**config.mk**
```make
export PLATFORM = sky130hd
export DESIGN_NAME = uart_tx_sched_flat
export DESIGN_NICKNAME = d
export VERILOG_FILES = /design/src/rtl/uart_pkg.sv /design/src/rtl/uart_tx_sched_if.sv /design/src/rtl/rr_arbiter.sv /design/src/rtl/uart_tx_sched.sv /design/src/flat_wrapper.sv
export SDC_FILE = /design/constraint.sdc
export NUM_CORES = 1
export LEC_CHECK = 0
export ABC_AREA = 1
export CORE_MARGIN = 2
export CORE_UTILIZATION = 35
export DETAILED_ROUTE_END_ITERATION = 16
export HOLD_SLACK_MARGIN = 0.1
export PLACE_DENSITY_LB_ADDON = 0.3
export SLEW_MARGIN = 20
export SYNTH_ARGS = -nofsm -noshare
export SYNTH_HDL_FRONTEND = slang
export SYNTH_SLANG_ARGS = --single-unit
```
**constraint.sdc**
```tcl
create_clock -name clk -period 2.2 [get_ports clk]
set_input_delay 0.22 -clock clk [delete_from_list [all_inputs] [get_ports clk]]
set_output_delay 0.22 -clock clk [all_outputs]
set_load 0.01 [all_outputs]
```
**src/rtl/uart_pkg.sv**
```systemverilog
`default_nettype none
// ============================================================================
//  Module   : uart_pkg
//  Purpose  : Shared types and constants for the UART transmit scheduler.
//  Contents : BYTE_W       - width of one serialized byte
//             sched_state_t - scheduler FSM state encoding
//  Revision : 1.0 - initial release
// ============================================================================
package uart_pkg;

    localparam int BYTE_W = 8;

    typedef enum logic [1:0] {
        IDLE      = 2'd0,
        SEND      = 2'd1,
        ISSUE     = 2'd2,
        WAIT_DONE = 2'd3
    } sched_state_t;

endpackage : uart_pkg
`default_nettype wire

```
**src/rtl/uart_tx_sched_if.sv**
```systemverilog
`default_nettype none
// ============================================================================
//  Module   : uart_tx_sched_if
//  Purpose  : Bundles the requester-side byte handshakes and the uart_tx
//             start/done handshake of the transmit scheduler.
//  Ports    : req_valid/req_data/req_last/req_ready - per-requester handshake
//             tx_valid/tx_data/tx_busy/tx_done      - serializer handshake
//  Modports : slave  - the scheduler
//             master - the environment (requesters + serializer)
//  Revision : 1.0 - initial release
// ============================================================================
interface uart_tx_sched_if
    import uart_pkg::*;
#(
    parameter int NUM_REQ = 4
) ();

    logic [NUM_REQ-1:0]        req_valid;
    logic [NUM_REQ*BYTE_W-1:0] req_data;
    logic [NUM_REQ-1:0]        req_last;
    logic [NUM_REQ-1:0]        req_ready;
    logic                      tx_valid;
    logic [BYTE_W-1:0]         tx_data;
    logic                      tx_busy;
    logic                      tx_done;

    modport slave (
        input  req_valid, req_data, req_last, tx_busy, tx_done,
        output req_ready, tx_valid, tx_data
    );

    modport master (
        output req_valid, req_data, req_last, tx_busy, tx_done,
        input  req_ready, tx_valid, tx_data
    );

endinterface : uart_tx_sched_if
`default_nettype wire

```
**src/rtl/rr_arbiter.sv**
```systemverilog
`default_nettype none
// ============================================================================
//  Module   : rr_arbiter
//  Purpose  : Combinational round-robin pick: the first set request bit at or
//             after ptr, searching cyclically.
//  Ports    : req   in  N          request vector
//             ptr   in  $clog2(N)  highest-priority position
//             grant out N          one-hot winner (zero when none)
//             idx   out $clog2(N)  index of the winner
//             any   out 1          at least one request present
//  Revision : 1.0 - initial release
// ============================================================================
module rr_arbiter #(
    parameter int N = 4
) (
    input  wire logic [N-1:0]         req,
    input  wire logic [$clog2(N)-1:0] ptr,
    output logic      [N-1:0]         grant,
    output logic      [$clog2(N)-1:0] idx,
    output logic                      any
);

    localparam int W = $clog2(N);

    // One extra bit so ptr + offset can be folded back below N for
    // non-power-of-two N.
    logic [W:0] pos;

    always_comb begin
        grant = '0;
        idx   = '0;
        any   = 1'b0;
        pos   = '0;
        for (int i = 0; i < N; i++) begin
            pos = {1'b0, ptr} + (W+1)'(i);
            if (pos >= (W+1)'(N)) begin
                pos = pos - (W+1)'(N);
            end
            if (!any && req[pos[W-1:0]]) begin
                any                = 1'b1;
                grant[pos[W-1:0]]  = 1'b1;
                idx                = pos[W-1:0];
            end
        end
    end

endmodule : rr_arbiter
`default_nettype wire

```
**src/rtl/uart_tx_sched.sv**
```systemverilog
`default_nettype none
// ============================================================================
//  Module   : uart_tx_sched
//  Purpose  : Burst-locked round-robin scheduler sharing one uart_tx among
//             NUM_REQ byte-stream requesters. A grant is held until a byte
//             flagged last has completed, or revoked after GAP_TIMEOUT idle
//             cycles mid-burst.
//  Ports    : clk, rst_n    clock / asynchronous active-low reset
//             bus           requester and serializer handshakes (slave)
//             grant_id      current or last granted requester
//             grant_active  a burst is locked
//             burst_abort   one-cycle pulse on gap-timeout revocation
//             byte_count    completed bytes, wraps modulo 2^CNT_W
//  Revision : 1.0 - initial release
// ============================================================================
module uart_tx_sched
    import uart_pkg::*;
#(
    parameter int NUM_REQ     = 4,
    parameter int GAP_TIMEOUT = 64,
    parameter int CNT_W       = 16
) (
    input  wire logic                       clk,
    input  wire logic                       rst_n,
    uart_tx_sched_if.slave                  bus,
    output logic [$clog2(NUM_REQ)-1:0]      grant_id,
    output logic                            grant_active,
    output logic                            burst_abort,
    output logic [CNT_W-1:0]                byte_count
);

    localparam int IDX_W = $clog2(NUM_REQ);
    localparam int GAP_W = $clog2(GAP_TIMEOUT);

    sched_state_t       state_q,        state_d;
    logic [IDX_W-1:0]   rr_ptr_q,       rr_ptr_d;
    logic [IDX_W-1:0]   grant_id_q,     grant_id_d;
    logic [NUM_REQ-1:0] grant_oh_q,     grant_oh_d;
    logic               grant_active_q, grant_active_d;
    logic               tx_valid_q,     tx_valid_d;
    logic               burst_abort_q,  burst_abort_d;
    logic               last_q,         last_d;
    logic [BYTE_W-1:0]  tx_data_q,      tx_data_d;
    logic [GAP_W-1:0]   gap_q,          gap_d;
    logic [CNT_W-1:0]   byte_count_q,   byte_count_d;

    logic [NUM_REQ-1:0] arb_grant;
    logic [IDX_W-1:0]   arb_idx;
    logic               arb_any;
    logic [BYTE_W-1:0]  sel_data;
    logic               sel_last;
    logic               handshake;
    logic [IDX_W-1:0]   next_ptr;

    rr_arbiter #(.N(NUM_REQ)) u_arb (
        .req   (bus.req_valid),
        .ptr   (rr_ptr_q),
        .grant (arb_grant),
        .idx   (arb_idx),
        .any   (arb_any)
    );

    // Ready depends only on state and the held grant, never on req_valid.
    assign bus.req_ready = (state_q == SEND) ? grant_oh_q : '0;
    assign handshake     = |(bus.req_valid & bus.req_ready);
    assign next_ptr      = (grant_id_q == IDX_W'(NUM_REQ-1)) ? '0 : grant_id_q + 1'b1;

    always_comb begin
        sel_data = '0;
        sel_last = 1'b0;
        for (int i = 0; i < NUM_REQ; i++) begin
            if (grant_oh_q[i]) begin
                sel_data = bus.req_data[i*BYTE_W +: BYTE_W];
                sel_last = bus.req_last[i];
            end
        end
    end

    always_comb begin
        state_d        = state_q;
        rr_ptr_d       = rr_ptr_q;
        grant_id_d     = grant_id_q;
        grant_oh_d     = grant_oh_q;
        grant_active_d = grant_active_q;
        tx_valid_d     = 1'b0;
        burst_abort_d  = 1'b0;
        last_d         = last_q;
        tx_data_d      = tx_data_q;
        gap_d          = gap_q;
        byte_count_d   = byte_count_q;

        case (state_q)
            IDLE: begin
                if (arb_any) begin
                    grant_id_d     = arb_idx;
                    grant_oh_d     = arb_grant;
                    grant_active_d = 1'b1;
                    gap_d          = '0;
                    state_d        = SEND;
                end
            end
            SEND: begin
                if (handshake) begin
                    tx_data_d  = sel_data;
                    last_d     = sel_last;
                    // Pulse immediately if the serializer is free, else
                    // ISSUE holds with tx_valid low until it is.
                    tx_valid_d = !bus.tx_busy;
                    state_d    = ISSUE;
                end else if (gap_q == GAP_W'(GAP_TIMEOUT-1)) begin
                    burst_abort_d  = 1'b1;
                    grant_active_d = 1'b0;
                    rr_ptr_d       = next_ptr;
                    state_d        = IDLE;
                end else begin
                    gap_d = gap_q + 1'b1;
                end
            end
            ISSUE: begin
                if (tx_valid_q) begin
                    state_d = WAIT_DONE;
                end else if (!bus.tx_busy) begin
                    tx_valid_d = 1'b1;
                end
            end
            WAIT_DONE: begin
                if (bus.tx_done) begin
                    byte_count_d = byte_count_q + 1'b1;
                    if (last_q) begin
                        grant_active_d = 1'b0;
                        rr_ptr_d       = next_ptr;
                        state_d        = IDLE;
                    end else begin
                        gap_d   = '0;
                        state_d = SEND;
                    end
                end
            end
            default: state_d = IDLE;
        endcase
    end

    always_ff @(posedge clk or negedge rst_n) begin
        if (!rst_n) begin
            state_q        <= IDLE;
            rr_ptr_q       <= '0;
            grant_id_q     <= '0;
            grant_oh_q     <= '0;
            grant_active_q <= 1'b0;
            tx_valid_q     <= 1'b0;
            burst_abort_q  <= 1'b0;
            last_q         <= 1'b0;
            tx_data_q      <= '0;
            gap_q          <= '0;
            byte_count_q   <= '0;
        end else begin
            state_q        <= state_d;
            rr_ptr_q       <= rr_ptr_d;
            grant_id_q     <= grant_id_d;
            grant_oh_q     <= grant_oh_d;
            grant_active_q <= grant_active_d;
            tx_valid_q     <= tx_valid_d;
            burst_abort_q  <= burst_abort_d;
            last_q         <= last_d;
            tx_data_q      <= tx_data_d;
            gap_q          <= gap_d;
            byte_count_q   <= byte_count_d;
        end
    end

    assign bus.tx_valid = tx_valid_q;
    assign bus.tx_data  = tx_data_q;
    assign grant_id     = grant_id_q;
    assign grant_active = grant_active_q;
    assign burst_abort  = burst_abort_q;
    assign byte_count   = byte_count_q;

endmodule : uart_tx_sched
`default_nettype wire

```
**src/flat_wrapper.sv**
```systemverilog
// flat-port wrapper written by rule: the top's interface ports become plain ports
module uart_tx_sched_flat import uart_pkg::*;
#(
    parameter int NUM_REQ     = 4,
    parameter int GAP_TIMEOUT = 64,
    parameter int CNT_W       = 16
)
  (clk, rst_n, grant_id, grant_active, burst_abort, byte_count, bus_req_valid, bus_req_data, bus_req_last, bus_tx_busy, bus_tx_done, bus_req_ready, bus_tx_valid, bus_tx_data);
  uart_tx_sched_if #(.NUM_REQ(NUM_REQ)) bus_i ();
  input  wire logic clk;
  input  wire logic rst_n;
  output logic [$clog2(NUM_REQ)-1:0] grant_id;
  output logic grant_active;
  output logic burst_abort;
  output logic [CNT_W-1:0] byte_count;
  input wire logic [$bits(bus_i.req_valid)-1:0] bus_req_valid;
  input wire logic [$bits(bus_i.req_data)-1:0] bus_req_data;
  input wire logic [$bits(bus_i.req_last)-1:0] bus_req_last;
  input wire logic [$bits(bus_i.tx_busy)-1:0] bus_tx_busy;
  input wire logic [$bits(bus_i.tx_done)-1:0] bus_tx_done;
  output wire logic [$bits(bus_i.req_ready)-1:0] bus_req_ready;
  output wire logic [$bits(bus_i.tx_valid)-1:0] bus_tx_valid;
  output wire logic [$bits(bus_i.tx_data)-1:0] bus_tx_data;
  assign bus_i.req_valid = bus_req_valid;
  assign bus_i.req_data = bus_req_data;
  assign bus_i.req_last = bus_req_last;
  assign bus_i.tx_busy = bus_tx_busy;
  assign bus_i.tx_done = bus_tx_done;
  assign bus_req_ready = bus_i.req_ready;
  assign bus_tx_valid = bus_i.tx_valid;
  assign bus_tx_data = bus_i.tx_data;
  uart_tx_sched #(.NUM_REQ(NUM_REQ), .GAP_TIMEOUT(GAP_TIMEOUT), .CNT_W(CNT_W)) u_core (.clk(clk), .rst_n(rst_n), .bus(bus_i), .grant_id(grant_id), .grant_active(grant_active), .burst_abort(burst_abort), .byte_count(byte_count));
endmodule
```
Yosys cells after proc, flatten, opt, wreduce, memory -nomap -nowiden
Index checks and enable logic that the tools add are counted.
{ "word_totals": {"register_bits": 44, "latchBits": 0, "ramBits": 0, "mem_bits_ro": 0, "inputBits": 44, "out_inout_bits": 33, "wordCells": 146, "mem_count": 0} }
{ "classes": {"addsub": 10, "multipliers": 0, "n_div": 0, "magnitude_cmp": 12, "eq_ne": 14, "shift": 0, "mux": 73, "n_bitwise": 4, "reduce_logical": 22} }
{ "op_table": {"columns": ["op", "count"], "rows": [
  ["2-to-1 mux 2 bit", 18],
  ["2-to-1 mux 8 bit", 4],
  ["2-to-1 mux 6 bit", 5],
  ["2-to-1 mux 1 bit", 28],
  ["2-to-1 mux 4 bit", 5],
  ["one-hot mux 6 bit (3 select lines)", 1],
  ["adder 16 x 1 -> 16 bit, second input constant", 1],
  ["less-than comparator 2 x 3 -> 1 bit, second input constant", 4],
  ["bitwise OR 4 bit", 3],
  ["AND reduction 6 bit", 2],
  ["!= test 2 bit, second input constant", 5],
  [">= comparator 3 bit, second input constant", 3],
  ["binary-select mux 1 bit (select 2 bit)", 4],
  ["demux 1 bit (select 2 bit)", 4],
  [">= comparator 2 x 1 -> 1 bit, second input constant", 4],
  ["one-hot mux 2 bit (4 select lines)", 1],
  ["subtractor 2 x 1 -> 2 bit, second input constant", 4],
  ["logical AND 1 bit", 7],
  ["adder 2 x 2 -> 3 bit, second input constant", 2],
  ["adder 6 x 1 -> 6 bit, second input constant", 1],
  ["equality test 2 bit, second input constant", 3],
  ["equality test 6 bit, second input constant", 1],
  ["!= test 2 x 1 -> 1 bit, second input constant", 3],
  ["AND reduction 2 bit", 3],
  ["16 further kinds", 19]
]} }

Longest topological paths before layout
Gate-level depths: netlist of the first run.
{ "logic_depth": {"word_depth": 16, "ltp_mapped": 12, "ltp_nobuf": 11} }

By module
Synthesis of the first run repeated with hierarchy kept, for this count alone.
{ "unflattened": {"hier_cells": 425, "hier_area_um2": 3111.7} }
{ "by_module_without_submodules": {"columns": ["module", "n_inst", "cells_each", "area_per_inst_um2", "seq_area_each_um2"], "rows": [
  ["uart_tx_sched", 1, 351, 2671.3, 1101.1],
  ["rr_arbiter", 1, 74, 440.4, 0.0]
]} }

Worst setup path after synthesis of the first run
No wires, ideal clock.
{ "synth_timing": {"path_kind": "flip-flop to flip-flop", "from": "register u_core.rr_ptr_q[0]", "to": "register u_core.grant_id_q[0], in the netlist u_core.grant_id[0]", "setup_ns": 0.117, "arrival_time_ns": 1.602, "required_ns": 2.083, "path_slack_ns": 0.480, "path_stages_with_launch": 13, "path_buffers": 1, "period_less_slack_ns": 1.720, "path_cell_list": "dfrtp_1 buf_6 inv_8 ha_1 inv_1 nand2_1 nand2_1 nor2_4 nand3_1 nand2_2 inv_2 nand3_1 nand2_1"} }
{ "synth_via": {"elab_chain_len": 15, "word_cells_on_any_way": 38, "cone_classes": "add/sub: 7; order compare: 4; mux: 20; reduce/logical: 7"} }
{ "synth_lines": {"columns": ["element", "line_no", "rtl"], "rows": [
  ["start, declared", "uart_tx_sched.sv:36", "logic [IDX_W-1:0] rr_ptr_q, rr_ptr_d;"],
  ["start signal, assigned", "uart_tx_sched.sv:158", "rr_ptr_q <= rr_ptr_d;"],
  ["branches (longest 15 deep; another with adder 2 x 1 -> 3 bit)", null, null],
  ["end signal, assigned", "uart_tx_sched.sv:159", "grant_id_q <= grant_id_d;"],
  ["end, declared", "uart_tx_sched.sv:37", "logic [IDX_W-1:0] grant_id_q, grant_id_d;"]
]} }
Several ways; the timed one is not identified. The select of a mux whose other input is x is not followed.
A chain may end at the register's enable or synchronous reset.

==> results of run 1 <==
==> report_power, final <==
part / total, mW / leakage [nW] / switching (mW) / internal (mW)
sequential: 1.27 / 0.558 / 0.225 / 1.05
combinational: 2.74 / 1.31 / 1.62 / 1.13
clock: 0.662 / 0.0614 / 0.290 / 0.372
total: 4.68 / 1.93 / 2.13 / 2.55
==> Yosys cell counts, types with 2 or more instances <==
| library cell | instances |
|---|---|
| nand2_1 | 115 |
| dfrtp_1 | 44 |
| nor2_1 | 30 |
| inv_1 | 29 |
| nand3_1 | 29 |
| a21oi_1 | 15 |
| nand4_1 | 14 |
| xor2_1 | 13 |
| ha_1 | 12 |
| a31oi_1 | 9 |
| o211ai_1 | 9 |
| nand2_2 | 7 |
| o21ai_0 | 6 |
| xnor2_1 | 5 |
| a21boi_0 | 4 |
| nand2_4 | 4 |
| nand3_2 | 4 |
| nor2_4 | 4 |
| nor3_1 | 4 |
| buf_2 | 3 |
| buf_6 | 3 |
| clkbuf_1 | 3 |
| clkinv_1 | 3 |
| nor3_2 | 3 |
| nand3_4 | 2 |
| nor2_2 | 2 |
| or2_2 | 2 |
==> worst reg2reg max path, cell delays in order (launching register included) <==
cell and delay (ns):
dfrtp_1 0.48, inv_8 0.08, ha_1 0.34, inv_1 0.13, nand3_1 0.10, nand2_1 0.14
nand4_4 0.24, nand3_2 0.20, nand2_1 0.07, nand2_1 0.06
==> cell families after synthesis <==
kind of cell | count (synthesis)
adder cells (fa/ha/maj) | 12
XOR/XNOR | 18
AO/OA/AOI/OAI | 45
buffers and inverters | 44
AND/OR/NAND/NOR | 222
flip-flops | 44
==> stage by stage <==
| step | cells | power (mW) | utilization | worst slack, ns |
|---|---|---|---|---|
| finish | 576 | 4.68 | 0.489 | 0.217 |
| global route | 576 | 5.11 | 0.489 | 0.106 |
| CTS | 576 | 4.69 | 0.488 | 0.123 |
| detailed placement | 567 | 4.01 | 0.471 | 0.256 |
| global placement | 567 | 3.96 | 0.471 | 0.350 |
| floorplan | 385 | 3.11 | - | 0.480 |
==> final cells by class <==
type | instances | area [um^2]
Clock buffer | 6 | 82.6
Fill cell | 821 | 4200
Multi-Input combinational cell | 297 | 1680
Inverter | 35 | 140
Clock inverter | 2 | 38.8
Timing Repair Buffer | 87 | 841
Tap cell | 105 | 131
Sequential cell | 44 | 1100
==> metal layers <==
metal,vias to the layer above,global-route usage,part of all wire
li1,1438,-,-
met1,1304,0.216,0.44
met2,64,0.292,0.50
met3,11,0.0274,0.038
met4,0,0.0500,0.017
met5,-,0,0
==> flip-flops by register name, summed over array words and instances, names as in the netlist, named ones only <==
register,cells
u_core.state_q,1
u_core.grant_id,2
u_core.byte_count,16
u_core.burst_abort,1
u_core.bus.tx_valid,1
u_core.gap_q,6
u_core.grant_active,1
u_core.last_q,1
u_core.bus.tx_data,8
u_core.rr_ptr_q,2
u_core.grant_oh_q,4
==> worst paths after layout <==
check,to
max in group asynchronous,u_core.grant_id[1]$_DFFE_PN0P_
worst max register to register,u_core.gap_q[4]$_DFFE_PN0P_
worst max-delay path,bus_req_ready[3]
min in group clk,u_core.bus.tx_valid$_DFF_PN0_
worst min register to register,u_core.grant_active$_DFFE_PN0P_
worst min-delay path,u_core.gap_q[0]$_DFFE_PN0P_
==> repair_timing <==
item,in CTS,in global routing
resized for setup,1,1
pin swaps,0,0
hold buffers,1,0
endpoints found under the hold margin,41,0
setup endpoints to repair,1,1
==> impl_metrics.ini, run 1 <==
[synthesis]
synth_edf_count = 0
yosys.area.top_type = dfrtp_1
synthFlopType = dfrtp_1
synthDominantCellAreaShare = 0.371
synth-compound-area-share = 0.0918
synth-simple-area-share = 0.367
synthAdderAreaFrac = 0.0505
synth.area.mux_share = 0
syn-cell-area_mm2 = 0.00297
async_reset_ff_frac = 1.00
ys_seq_area_frac = 0.371
syn_nets = 441
synth-xor-area-share = 0.0531
ys_types = 34
synth_seq_cells = 44
syn-instance-count = 385
synth_area_per_cell_um2 = 7.72
ys_top_cells_by_area = dfrtp_1, nand2_1, ha_1
synth_top_family_by_area = simple AND/OR/NAND/NOR gates
yosysWarnings = 0

[placement]
port_buffers = 76
dp_hpwl_um = 5820
placed_cell_area_mm2 = 0.00387
gp_congestion = 0.838

[drt]
wirelength_um = 7450
wl_per_cell_um = 12.9
antenna_left = 0
drtPass1Iterations = 4
vias = 2817
first_iter_violations = 117
drc_errors = 0
avgViaCountPerCell = 4.89

[critical_path]
r2r_slack_ns = 0.29
setup.worst_path.class = reg -> out
cpMostUsedCell = inv_1
path_cells = inv_1 > ha_4 > nand2_1 > inv_1 > clkdlybuf4s50_1
cp-end-kind = output port
worstPathArrival_ns = 1.76
worstRegToRegCells = 9
cp_slowest_cell = clkdlybuf4s50_1
rr_startpoint = u_core.rr_ptr_q[0]$_DFFE_PN0P_
path_buf_inv = 3
crit_required_ns = 1.98
cp.depth = 5
crit_family = buffers and inverters
crit_fanout = 12
startpoint_type = flop
max_stage_delay_ns = 0.53

[clock_network]
cts_tree = done
cts.sinks = 44
postCtsSetupBuffers = 0
cts_root_buffer = clkbuf_8
clockBufferDepth = 2
numCtsBuffers = 5
ctsHtreeMaxLevel = 2
clk_pin_slew_ns = 0.09
clk_latency_ns = 0.30

[die]
pin_count = 77
start_util = 0.362
core_mm2 = 0.00822
die_x_um = 96.1
fp-row-count = 33
dieArea_mm2 = 0.00924
dieHeight_um = 96.1

[grt]
antenna_found_initial = 0
grt_pass1_vias = 2729
grt_start_max_net_pins = 23
grt_pass1_wl_um = 12300
grt_overflow = 0
gr-usage-all-layers = 0.169

[timing]
fin_skew_ns = 0.0129
slew_headroom = 0.573
grt_setup_unrepaired = false
min_period_over_period = 0.901
min_period_ns = 1.98
setup_viol = 0
whs_ns = 0.304
worst_pin_slew_ns = 0.638
finalSetupTns_ns = 0
hold_violations = 0
slew_viol_final = 0
fmaxAchievable_ghz = 0.504

[pwr]
p_leak_nw = 1.93
power.density_mw_per_mm2 = 1160
ir_worst_vdd_uv = 530

[layout]
final_cell_mix = nand2_1, clkdlybuf4s50_1, dfrtp_1, nor2_1
drive_above_1_share = 0.110
antenna_cells = 0
nNetsFinal = 526
final_common_cell = nand2_1
final_area_mm2 = 0.00402
area_delta_synth_final_pct = 35.2

[worst_hold_path]
hp-class = in -> async

[job]
max-cap-violations = 0

[run_status]
status = finished clean
(Power assumes the default switching activity.)
==> run 2: changes to the inputs <==
- CORE_MARGIN: 2 -> unset
- REMOVE_ABC_BUFFERS: unset -> 1
==> run 2 against run 1 <==
  * Fmax shrank 5.0%
  * Largest power group unchanged
  * Clock power is 17% lower
  * Via count is 0.78% higher
  * Clock skew decreased by 0.0066 ns
  * Final cell count shrank 0.52%
  * Register-to-register slack got worse by 0.04 ns
  * Sequential power rose by 4%
  * Core utilization is 0.72 points lower
==> impl_metrics.ini, run 2 (same netlist as run 1, synthesis figures left out) <==
[clock_network]
cts_root_buffer = clkbuf_8
ctsHtreeMaxLevel = 2
clk_latency_ns = 0.30
clk_pin_slew_ns = 0.09
cts_tree = done
cts.sinks = 44
clockBufferDepth = 2
numCtsBuffers = 5
postCtsSetupBuffers = 0

[layout]
final_common_cell = nand2_1
drive_above_1_share = 0.107
final_cell_mix = nand2_1, clkdlybuf4s50_1, dfrtp_1, nor2_1, nand3_1
largest_reg_flops = 16
antenna_cells = 0
nNetsFinal = 523
area_delta_synth_final_pct = 33.2
fin_cells = 573
fillers = 803
final_area_mm2 = 0.00396

[drt]
vias = 2839
wl_met1_um = 3240
antenna_left = 0
first_iter_violations = 77
dr_wl_met2_um = 3560
highest_layer = met4
drtPass1Iterations = 6
wl_met3_um = 357
drc_errors = 0
avgViaCountPerCell = 4.95
wirelength_um = 7280
wl_per_cell_um = 12.7

[timing]
slew_headroom = 0.631
finalSetupTns_ns = 0
grt_setup_unrepaired = false
min_period_over_period = 0.948
setup_viol = 0
min_period_ns = 2.09
fmaxAchievable_ghz = 0.479
whs_ns = 0.456
fin_skew_ns = 0.00627
hold_violations = 0
worst_pin_slew_ns = 0.554
slew_viol_final = 0

[pwr]
p_seq_frac = 0.293
power.density_mw_per_mm2 = 1140
clockPowerShare = 0.122
p_comb_frac = 0.586
p_sw_frac = 0.469
internal_power_mw = 2.39
p_leak_nw = 1.90
ir_worst_vdd_uv = 378
switchingPower_mw = 2.11

[die]
dieHeight_um = 94.1
dieArea_mm2 = 0.00886
start_util = 0.362
fp-row-count = 33
core_mm2 = 0.00822
die_x_um = 94.1
pin_count = 77

[grt]
grt_pass1_vias = 2771
grt_start_max_net_pins = 45
grt_overflow = 0
gr-usage-all-layers = 0.179
antenna_found_initial = 0
grt_pass1_wl_um = 12600

[placement]
dp_cells = 564
dp_hpwl_um = 5560
gp_congestion = 0.887
placed_cell_area_mm2 = 0.00385
port_buffers = 76

[job]
max-cap-violations = 0

[critical_path]
max_stage_delay_ns = 0.54
cp_slowest_cell = clkdlybuf4s50_1
startpoint_type = flop
setup.worst_path.class = reg -> out
crit_fanout = 12
path_cells = inv_1 > ha_2 > nand2_1 > inv_1 > clkdlybuf4s50_1
worstPathArrival_ns = 1.87
cpMostUsedCell = inv_1
crit_required_ns = 1.98
cp-end-kind = output port

[run_status]
status = finished clean

[worst_hold_path]
hp-class = in -> reg
-- run 2: changes by cell type in the layout (fill, tap and decap cells not counted), sizes merged --
cell	delta
clkinv	-1
clkinvlp	+1
buf	-3
clkbuf	+1
bufinv	-1
-- run 2: cell type report --
| type | count | area, um^2 | area share |
|---|---|---|---|
| Multi-Input combinational cell | 297 | 1670 | 0.423 |
| Clock buffer | 7 | 86.3 | 0.0218 |
| Timing Repair Buffer | 84 | 818 | 0.207 |
| Inverter | 35 | 140 | 0.0354 |
| Tap cell | 105 | 131 | 0.0332 |
| Clock inverter | 1 | 7.51 | 0.00190 |
| Sequential cell | 44 | 1100 | 0.278 |
-- run 2: final timing paths --
check                      cells after the start  slack (ns)                              end                       startpoint
setup / recovery                               5        0.11                 bus_req_ready[1]                             flop
hold / removal                                 2        0.46    u_core.bus.tx_valid$_DFF_PN0_                      bus_tx_busy
setup reg to reg                               9        0.25      u_core.gap_q[1]$_DFFE_PN0P_   u_core.rr_ptr_q[0]$_DFFE_PN0P_
hold reg to reg                                2        0.51  u_core.grant_active$_DFFE_PN0P_  u_core.grant_active$_DFFE_PN0P_
max in group asynchronous                      3        1.28   u_core.rr_ptr_q[0]$_DFFE_PN0P_                            rst_n
min in group asynchronous                      3        0.52      u_core.gap_q[1]$_DFFE_PN0P_                            rst_n
-- run 2: critical path: cells and delay by family, from the launching register on --
kind	cells	cell delay, ns
flops	1	0.43
buf+inv	3	0.71
simple gates	1	0.11
fa+ha+maj	1	0.31
-- run 2: power groups by stage --
stage / Sequential (mW) / Combinational [mW] / Clock [mW]
2_1_floorplan: 1.35 / 1.66 / 0
3_3_place_gp: 1.32 / 2.59 / 0
3_5_place_dp: 1.34 / 2.64 / 0
4_1_cts: 1.32 / 2.65 / 0.561
5_1_grt: 1.36 / 2.99 / 0.587
6_report: 1.32 / 2.64 / 0.548
-- run 2: what timing repair did --
action / 4_1_cts / 5_1_grt
hold endpoints to repair: 44 / 0
hold buffers: 1 / 0
resized for setup: 1 / 2
endpoints found under the setup margin: 1 / 14
-- run 2: per-stage QoR --
stage | worst slack [ns] | util | total power, mW
2_1_floorplan | 0.279 | - | 3.01
3_3_place_gp | 0.209 | 0.469 | 3.91
3_5_place_dp | 0.132 | 0.469 | 3.97
4_1_cts | 0.102 | 0.482 | 4.54
5_1_grt | 0.0212 | 0.482 | 4.94
6_report | 0.114 | 0.482 | 4.51
-- run 2: per-layer routing --
metal,track usage,up-vias
met5,0,-
met3,0.0380,15
met1,0.226,1314
li1,-,1428
met4,0.0590,0
met2,0.302,82
